<file path="config.mk">
export PLATFORM = sky130hd
export DESIGN_NAME = smoke_input_conditioner
export DESIGN_NICKNAME = d
export VERILOG_FILES = /design/src/rtl/smoke_cond_pkg.sv /design/src/rtl/input_debouncer.sv /design/src/rtl/smoke_input_conditioner.sv
export SDC_FILE = /design/constraint.sdc
export NUM_CORES = 1
export LEC_CHECK = 0
export CAP_MARGIN = 20
export CORE_UTILIZATION = 35
export DETAILED_ROUTE_END_ITERATION = 16
export GPL_TIMING_DRIVEN = 0
export PLACE_DENSITY = 0.61
export SLEW_MARGIN = 5
export SYNTH_ARGS = -nofsm -noshare
export SYNTH_HDL_FRONTEND = slang
export SYNTH_SLANG_ARGS = --single-unit
</file>
<file path="constraint.sdc">
create_clock -name clk -period 3 [get_ports clk]
set_input_delay 0.6 -clock clk [delete_from_list [all_inputs] [get_ports clk]]
set_output_delay 0.6 -clock clk [all_outputs]
set_load 0.02 [all_outputs]
</file>
<file path="src/rtl/smoke_cond_pkg.sv">
// Shared types and 50 MHz default timing for the smoke/button input conditioner.
package smoke_cond_pkg;

    typedef enum logic [1:0] {
        CLEAR      = 2'd0,
        CONFIRMING = 2'd1,
        DETECTED   = 2'd2,
        RELEASING  = 2'd3
    } smoke_state_e;

    localparam int unsigned DEF_SYNC_STAGES     = 2;
    localparam int unsigned DEF_SAMPLE_PERIOD   = 2_500_000;
    localparam int unsigned DEF_CONFIRM_SAMPLES = 8;
    localparam int unsigned DEF_CLEAR_SAMPLES   = 16;
    localparam int unsigned DEF_DEBOUNCE_CYCLES = 1_000_000;
    localparam int unsigned DEF_WARMUP_CYCLES   = 1_500_000_000;

    function automatic int unsigned max_u(input int unsigned a, input int unsigned b);
        return (a > b) ? a : b;
    endfunction

endpackage

</file>
<file path="src/rtl/input_debouncer.sv">
// Synchroniser plus stable-time debouncer for an active-low push-button; level_o is active-high.
module input_debouncer #(
    parameter int unsigned SYNC_STAGES     = 2,
    parameter int unsigned DEBOUNCE_CYCLES = 1_000_000
) (
    input  logic clk,
    input  logic reset,
    input  logic raw_n_i,
    output logic level_o
);

    localparam int unsigned    CW       = $clog2(DEBOUNCE_CYCLES + 1);
    localparam logic [CW-1:0]  CNT_LAST = CW'(DEBOUNCE_CYCLES - 1);

    logic [SYNC_STAGES-1:0] sync_q;
    logic [CW-1:0]          cnt_q, cnt_d;
    logic                   level_q, level_d;
    logic                   sig_s;

    assign sig_s = ~sync_q[SYNC_STAGES-1];

    // NOTE: every variable gets a default at the top of always_comb so no path can infer a latch.
    always_comb begin
        cnt_d   = '0;
        level_d = level_q;
        if (sig_s != level_q) begin
            if (cnt_q == CNT_LAST) begin
                level_d = ~level_q;
            end else begin
                cnt_d = cnt_q + CW'(1);
            end
        end
    end

    // NOTE: state registers use non-blocking assignments so all flops update together at the edge.
    always_ff @(posedge clk) begin
        if (reset) begin
            sync_q  <= '1;
            cnt_q   <= '0;
            level_q <= 1'b0;
        end else begin
            sync_q  <= {sync_q[SYNC_STAGES-2:0], raw_n_i};
            cnt_q   <= cnt_d;
            level_q <= level_d;
        end
    end

    assign level_o = level_q;

endmodule

</file>
<file path="src/rtl/smoke_input_conditioner.sv">
// Smoke persistence filter and button debouncer feeding the alarm controller.
// Optional sensor warm-up inhibit is enabled by defining SMOKE_WARMUP_EN.
module smoke_input_conditioner
    import smoke_cond_pkg::*;
#(
    parameter int unsigned SYNC_STAGES     = DEF_SYNC_STAGES,
    parameter int unsigned SAMPLE_PERIOD   = DEF_SAMPLE_PERIOD,
    parameter int unsigned CONFIRM_SAMPLES = DEF_CONFIRM_SAMPLES,
    parameter int unsigned CLEAR_SAMPLES   = DEF_CLEAR_SAMPLES,
    parameter int unsigned DEBOUNCE_CYCLES = DEF_DEBOUNCE_CYCLES,
    parameter int unsigned WARMUP_CYCLES   = DEF_WARMUP_CYCLES
) (
    input  logic       clk,
    input  logic       reset,
    input  logic       smoke_raw_n,
    input  logic       btn_raw_n,
    output logic       smoke_detected,
    output logic       btn_activate,
    output logic [1:0] smoke_state,
    output logic       sensor_ready
);

    localparam int unsigned      PW           = $clog2(SAMPLE_PERIOD + 1);
    localparam logic [PW-1:0]    PRESC_LAST   = PW'(SAMPLE_PERIOD - 1);
    localparam int unsigned      NW           = $clog2(max_u(CONFIRM_SAMPLES, CLEAR_SAMPLES) + 1);
    localparam logic [NW-1:0]    CONFIRM_LAST = NW'(CONFIRM_SAMPLES - 1);
    localparam logic [NW-1:0]    CLEAR_LAST   = NW'(CLEAR_SAMPLES - 1);

    logic [SYNC_STAGES-1:0] smoke_sync_q;
    logic                   smoke_s;
    logic [PW-1:0]          presc_q;
    logic                   tick;
    smoke_state_e           state_q;
    logic [NW-1:0]          cnt_q;
    logic [NW-1:0]          cnt_inc;
    logic                   det_q;
    logic                   fsm_en;

    assign smoke_s = ~smoke_sync_q[SYNC_STAGES-1];
    assign tick    = (presc_q == PRESC_LAST);
    assign cnt_inc = (cnt_q == '1) ? cnt_q : cnt_q + NW'(1);

    always_ff @(posedge clk) begin
        if (reset) begin
            smoke_sync_q <= '1;
            presc_q      <= '0;
        end else begin
            smoke_sync_q <= {smoke_sync_q[SYNC_STAGES-2:0], smoke_raw_n};
            presc_q      <= tick ? '0 : presc_q + PW'(1);
        end
    end

`ifdef SMOKE_WARMUP_EN
    localparam int unsigned   WW        = $clog2(WARMUP_CYCLES + 1);
    localparam logic [WW-1:0] WARM_LAST = WW'(WARMUP_CYCLES - 1);

    logic [WW-1:0] warm_q;
    logic          ready_q;

    always_ff @(posedge clk) begin
        if (reset) begin
            warm_q  <= '0;
            ready_q <= 1'b0;
        end else if (!ready_q) begin
            warm_q <= warm_q + WW'(1);
            if (warm_q == WARM_LAST) begin
                ready_q <= 1'b1;
            end
        end
    end

    assign fsm_en       = ready_q;
    assign sensor_ready = ready_q;
`else
    assign fsm_en       = 1'b1;
    // WARMUP_CYCLES has no effect in this build; the OR still evaluates to 1.
    assign sensor_ready = 1'b1 | WARMUP_CYCLES[0];
`endif

    // det_q is loaded alongside every state change, so it always equals "next state is DETECTED/RELEASING".
    always_ff @(posedge clk) begin
        if (reset || !fsm_en) begin
            state_q <= CLEAR;
            cnt_q   <= '0;
            det_q   <= 1'b0;
        end else if (tick) begin
            case (state_q)
                CLEAR: begin
                    if (smoke_s) begin
                        if (CONFIRM_SAMPLES == 1) begin
                            state_q <= DETECTED;
                            cnt_q   <= '0;
                            det_q   <= 1'b1;
                        end else begin
                            state_q <= CONFIRMING;
                            cnt_q   <= NW'(1);
                        end
                    end
                end
                CONFIRMING: begin
                    if (!smoke_s) begin
                        state_q <= CLEAR;
                        cnt_q   <= '0;
                    end else if (cnt_q == CONFIRM_LAST) begin
                        state_q <= DETECTED;
                        cnt_q   <= '0;
                        det_q   <= 1'b1;
                    end else begin
                        cnt_q <= cnt_inc;
                    end
                end
                DETECTED: begin
                    if (!smoke_s) begin
                        if (CLEAR_SAMPLES == 1) begin
                            state_q <= CLEAR;
                            cnt_q   <= '0;
                            det_q   <= 1'b0;
                        end else begin
                            state_q <= RELEASING;
                            cnt_q   <= NW'(1);
                        end
                    end
                end
                RELEASING: begin
                    if (smoke_s) begin
                        state_q <= DETECTED;
                        cnt_q   <= '0;
                    end else if (cnt_q == CLEAR_LAST) begin
                        state_q <= CLEAR;
                        cnt_q   <= '0;
                        det_q   <= 1'b0;
                    end else begin
                        cnt_q <= cnt_inc;
                    end
                end
                default: begin
                    state_q <= CLEAR;
                    cnt_q   <= '0;
                    det_q   <= 1'b0;
                end
            endcase
        end
    end

    assign smoke_detected = det_q;
    assign smoke_state    = state_q;

    input_debouncer #(
        .SYNC_STAGES    (SYNC_STAGES),
        .DEBOUNCE_CYCLES(DEBOUNCE_CYCLES)
    ) u_btn_debouncer (
        .clk    (clk),
        .reset  (reset),
        .raw_n_i(btn_raw_n),
        .level_o(btn_activate)
    );

endmodule

</file>
==> impl_metrics.toml, run 1 <==
[pwr]
power_frac_comb_pct = 2.5
ir_drop_v = 0.000362
power_switching_mw = 0.277
p_leak_nw = 0.922
p_clk_share_pct = 35.4
p_total_mw = 1.19
power_density_nw_per_um2 = 416
seqPwrFrac_pct = 62.1
intPower_mw = 0.916
swShare_pct = 23.2

[flow_run]
max-cap-violations = 0

[worst_setup_path]
required_ns = 3.19
critPathKind = "register to register"
critPathLaunch = "cnt_q[0]"
reg2reg_from = "cnt_q[0]"
r2r_slack_ns = 0.92
critical_path_arrival_ns = 2.27
critPathMaxFanout = 6
endpoint_kind = "register"
startpoint_type = "register"

[sta]
fin_hold_ws_ns = 0.433
period_minus_slack_ns = 2.08
rsz0062_at_grt = "no"
slew_violations = 0
fmax_mhz = 482
post-route-period-util_pct = 69.2
hold_viol = 0
tns_ns = 0
worstMarginPinSlew_ns = 0.689
slew_headroom_pct = 53.7
setup_violations = 0
skew_ns = 0.00923

[drt]
ant_nets = 0
vias = 1914
wl_per_cell_um = 11.2
first_iter_violations = 59
drc_errors = 0
firstDrtPassIters = 4
routed_wl_um = 4500
viasPerCell = 4.77

[floorplan]
die_h_um = 88.1
ios = 9
core_um2 = 7210
start_util_pct = 36.0
die_w_um = 88.1
num_rows = 31
die_area_um2 = 7760

[clock_tree]
path_clk_slew_ns = 0.10
cts_resized = 0
clockBufferDepth = 2
insertion_delay_ns = 0.31
htree_levels = 2
cts_setup_buffers = 0
cts_tree = "built"
hold_buffers = 0
clock-sinks = 55
cts_buffers = 5
root_buffer = "clkbuf_8"

[logic_synthesis]
synth-seq-area-share_pct = 42.5
synth_ff_type = "dfxtp_1"
synthesis.area_um2 = 2590
ys_ff_latch = 55
async_reset_ff_share_pct = 0
synth_edf_count = 0
yosysUniqueCellTypes = 48
avgSynthCellArea_um2 = 9.01
synth_cells = 288
ys_warn_count = 0
synth_nets = 296

[min_path]
hold_path_class = "register to register"
hp-start = "smoke_sync_q[0]"

[run_status]
status = "finished clean"

[placement]
place_area_um2 = 2780
io_buffers = 6
hpwl_um = 3210
routabilityCongestion = 0.762

[final_layout]
areaGrowthSynthToFinish_pct = 10.7
finalNetCount = 309
final_common_cell = "nor2_1"
drive_gt1_share_pct = 12.6
utilization_pct = 39.8
final_cell_mix = "nor2_1, dfxtp_1, xor2_1, xnor2_1, nand2_1"
fill_cells = 738
antenna_cells = 0
design_area_um2 = 2870

[grt]
grt_max_degree = 19
grt_pass1_vias = 1718
grt_overflow_total = 0
grtUsageTotal_pct = 12.5
grt_pass1_wl_um = 7740
antenna_found_initial = 0
==> critical path, stage by stage, from the launching register on <==
cell and delay, ns:
dfxtp_1 0.45, ha_1 0.25, nand4b_1 0.15, a22oi_1 0.45, nor4b_4 0.40, mux2i_1 0.23
nor2_1 0.05
==> power groups by stage <==
stage	sequential (mW)	clock, mW	combinational [mW]
finish	0.741	0.422	0.0301
floorplan	0.757	0	0.0221
CTS	0.741	0.437	0.0308
global route	0.742	0.470	0.0340
global placement	0.758	0	0.0304
detailed placement	0.758	0	0.0305
==> layout make-up <==
| class | count | area (µm²) | share of cell area (%) |
|---|---|---|---|
| buffer | 10 | 57.6 | 2.01 |
| sequential | 55 | 1100 | 38.4 |
| clock buffer | 5 | 68.8 | 2.40 |
| multi-input combinational | 215 | 1410 | 49.0 |
| inverter | 8 | 30.0 | 1.05 |
| tap | 99 | 124 | 4.32 |
| timing repair buffer | 6 | 60.1 | 2.09 |
| clock inverter | 3 | 23.8 | 0.828 |
==> kinds of logic (layout without fill, tap and decap cells) <==
logic type / Yosys count / count (layout) / synth area share (%)
AND/OR/NAND/NOR: 153 / 153 / 33.4
flip-flops: 55 / 55 / 42.5
XOR/XNOR: 42 / 42 / 14.2
buffers and inverters: 18 / 32 / 3.38
AO/OA/AOI/OAI: 13 / 13 / 3.76
adder cells (fa/ha/maj): 4 / 4 / 1.93
multiplexers: 2 / 2 / 0.772
other: 1 / 1 / 0.145
==> path summary, 6_finish.rpt <==
check / end / cells past startpoint
max reg2reg: register / 6
min reg2reg: smoke_sync_q[1] / 1
max: register / 6
min: smoke_sync_q[1] / 1
==> stage by stage <==
| stage | cells | setup slack, ns |
|---|---|---|
| 2_1_floorplan | 288 | 1.25 |
| 3_3_place_gp | 393 | 0.951 |
| 3_5_place_dp | 393 | 0.955 |
| 4_1_cts | 401 | 0.931 |
| 5_1_grt | 401 | 0.770 |
| 6_report | 401 | 0.923 |
==> Yosys cell counts (2+ instances only) <==
cell | count | area share (%)
a211oi_1 | 2 | 0.58
a21oi_1 | 3 | 0.58
and3_1 | 4 | 0.96
and4_1 | 2 | 0.68
buf_2 | 4 | 0.77
buf_4 | 4 | 1.2
clkbuf_1 | 2 | 0.29
dfxtp_1 | 55 | 42
ha_1 | 4 | 1.9
inv_1 | 7 | 1.0
mux2i_1 | 2 | 0.77
nand2_1 | 18 | 2.6
nand3_1 | 17 | 3.3
nand4_1 | 11 | 2.7
nand4_2 | 2 | 0.96
nand4b_1 | 2 | 0.68
nor2_1 | 59 | 8.5
nor2_2 | 3 | 0.72
nor3_1 | 5 | 0.96
nor3_2 | 4 | 1.5
nor3b_1 | 2 | 0.58
nor4_1 | 2 | 0.48
nor4b_1 | 2 | 0.68
nor4b_4 | 2 | 1.8
o32ai_1 | 2 | 0.68
or2_2 | 4 | 0.96
or3_1 | 3 | 0.72
xnor2_1 | 21 | 7.1
xor2_1 | 21 | 7.1
==> flip-flops by register name, indices dropped and copies added, names as in the netlist, named ones only <==
| signal | flops |
|---|---|
| cnt_q | 5 |
| presc_q | 22 |
| smoke_detected | 1 |
| smoke_state | 1 |
| smoke_sync_q | 2 |
| u_btn_debouncer.cnt_q | 20 |
| u_btn_debouncer.level_o | 1 |
| u_btn_debouncer.sync_q | 2 |
==> layer usage <==
layer / routed length [µm] / up-vias / part of all wire [%] / GRT usage, %
met5: 0 / - / 0 / 0
li1: - / 996 / - / -
met2: 2020 / 18 / 45 / 19.6
met1: 2310 / 893 / 51 / 17.1
met4: 61 / 0 / 1.4 / 4.11
met3: 110 / 7 / 2.4 / 2.73
(Power assumes the default switching activity.)
==> run 2, diff against run 1 <==
==> constraint.sdc (replaced) <==
create_clock -name clk -period 2 [get_ports clk]
set_input_delay 0.4 -clock clk [delete_from_list [all_inputs] [get_ports clk]]
set_output_delay 0.4 -clock clk [all_outputs]
set_load 0.02 [all_outputs]
==> impl_metrics.toml, run 2 (same netlist as run 1, synthesis figures left out) <==
[placement]
pre_cts_ws_ns = -0.0450
io_buffers = 6
hpwl_um = 3210
placed_cells = 393
routabilityCongestion = 0.762

[drt]
firstDrtPassIters = 4
ant_nets = 0
wl_per_cell_um = 11.2
routed_wl_um = 4540
viasPerCell = 4.74
drc_errors = 0
first_iter_violations = 50
vias = 1918

[final_layout]
ff_latch_area_um2 = 1100
drive_gt1_share_pct = 14.4
top_register = "presc_q"
areaGrowthSynthToFinish_pct = 12.9
reg_top3 = "presc_q x22, u_btn_debouncer.cnt_q x20, cnt_q x5"
final_common_cell = "nor2_1"
final_cell_mix = "nor2_1, dfxtp_1, xor2_1, xnor2_1, nand2_1"
antenna_cells = 0
largest_register_ffs = 22
finalNetCount = 313
fill_cells = 734
multiInputGateArea_um2 = 1430
fin_cells = 405

[floorplan]
die_area_um2 = 7760
start_util_pct = 36.0
die_w_um = 88.1
die_h_um = 88.1
ios = 9
core_um2 = 7210
num_rows = 31

[worst_setup_path]
cp_top_family = "simple AND/OR/NAND/NOR gates"
cp_cell_sequence = "ha_1, nand4b_1, a22oi_2, nor4b_4, mux2i_1, nor2_1"
cpPeakStageDelay_ns = 0.45
crit_slowest_cell = "dfxtp_1"
path_buf_inv = 0
critPathMaxFanout = 6
critPathKind = "register to register"
required_ns = 2.19
critical_path_arrival_ns = 2.07
endpoint_kind = "register"
startpoint_type = "register"

[grt]
grt_pass1_vias = 1724
grt_pass1_wl_um = 7780
grtUsageTotal_pct = 12.6
grt_max_degree = 19
antenna_found_initial = 0
grt_overflow_total = 0

[sta]
fmax_mhz = 533
slew_violations = 0
hold_viol = 0
worstMarginPinSlew_ns = 0.701
fin_hold_ws_ns = 0.432
rsz0062_at_grt = "no"
final.setup.worst_slack_ns = 0.125
skew_ns = 0.00928
slew_headroom_pct = 52.9
tns_ns = 0
period_minus_slack_ns = 1.88
setup_violations = 0
post-route-period-util_pct = 93.8

[clock_tree]
cts_buffers = 5
clockBufferDepth = 2
clock-sinks = 55
path_clk_slew_ns = 0.10
root_buffer = "clkbuf_8"
insertion_delay_ns = 0.31
hold_buffers = 0
htree_levels = 2
cts_tree = "built"

[pwr]
power_density_nw_per_um2 = 611
p_leak_nw = 0.962
seqPwrFrac_pct = 62.2
ir_drop_v = 0.000538
p_clk_share_pct = 35.3
intPower_mw = 1.37
swShare_pct = 23.2
power_frac_comb_pct = 2.6
power_switching_mw = 0.414

[min_path]
hold_path_class = "register to register"

[flow_run]
max-cap-violations = 0

[run_status]
status = "finished clean"
==> run 2: changes by cell type in the layout (fill, tap and decap cells not counted), sizes merged <==
| cell | change |
|---|---|
| buf | +3 |
| clkbuf | +1 |
==> run 2: power by group through the flow <==
stage	Sequential, mW	Combinational [mW]	Clock (mW)
global placement	1.14	0.0456	0
CTS	1.11	0.0463	0.655
detailed placement	1.14	0.0457	0
floorplan	1.14	0.0332	0
global route	1.11	0.0518	0.704
finish	1.11	0.0458	0.631
==> run 2: final timing paths <==
| kind | cells past startpoint | slack, ns | from | to |
|---|---|---|---|---|
| setup / recovery | 6 | 0.12 | cnt_q[0] | register |
| hold / removal | 1 | 0.43 | smoke_sync_q[0] | smoke_sync_q[1] |
| setup reg to reg | 6 | 0.12 | cnt_q[0] | register |
| hold reg to reg | 1 | 0.43 | smoke_sync_q[0] | smoke_sync_q[1] |
==> run 2: stage by stage <==
stage               area [µm²]  utilization [%]  total power, mW
finish                    2930             40.6             1.79
global route              2930             40.6             1.87
CTS                       2890             40.0             1.81
detailed placement        2780             38.5             1.18
global placement          2780             38.5             1.18
floorplan                 2590                -             1.17
==> run 2: per-layer routing <==
metal	global-route usage [%]	routed length, µm	vias up
met5	0	0	-
met4	4.40	78	0
met3	2.54	99	9
met2	19.5	2030	18
met1	17.4	2330	883
li1	-	-	1008
==> run 2: what timing repair did <==
item                       4_1_cts  5_1_grt
setup endpoints to repair       37       42
pin swaps                        0        3
gates resized for setup          3        2
setup buffers                    0        4
==> run 2: area by class of cell <==
cell class	instances	area share (%)
Multi-Input combinational cell	215	48.8
Sequential cell	55	37.6
Tap cell	99	4.23
Timing Repair Buffer	10	3.08
Clock buffer	5	2.35
Buffer	10	2.05
Inverter	8	1.03
Clock inverter	3	0.812
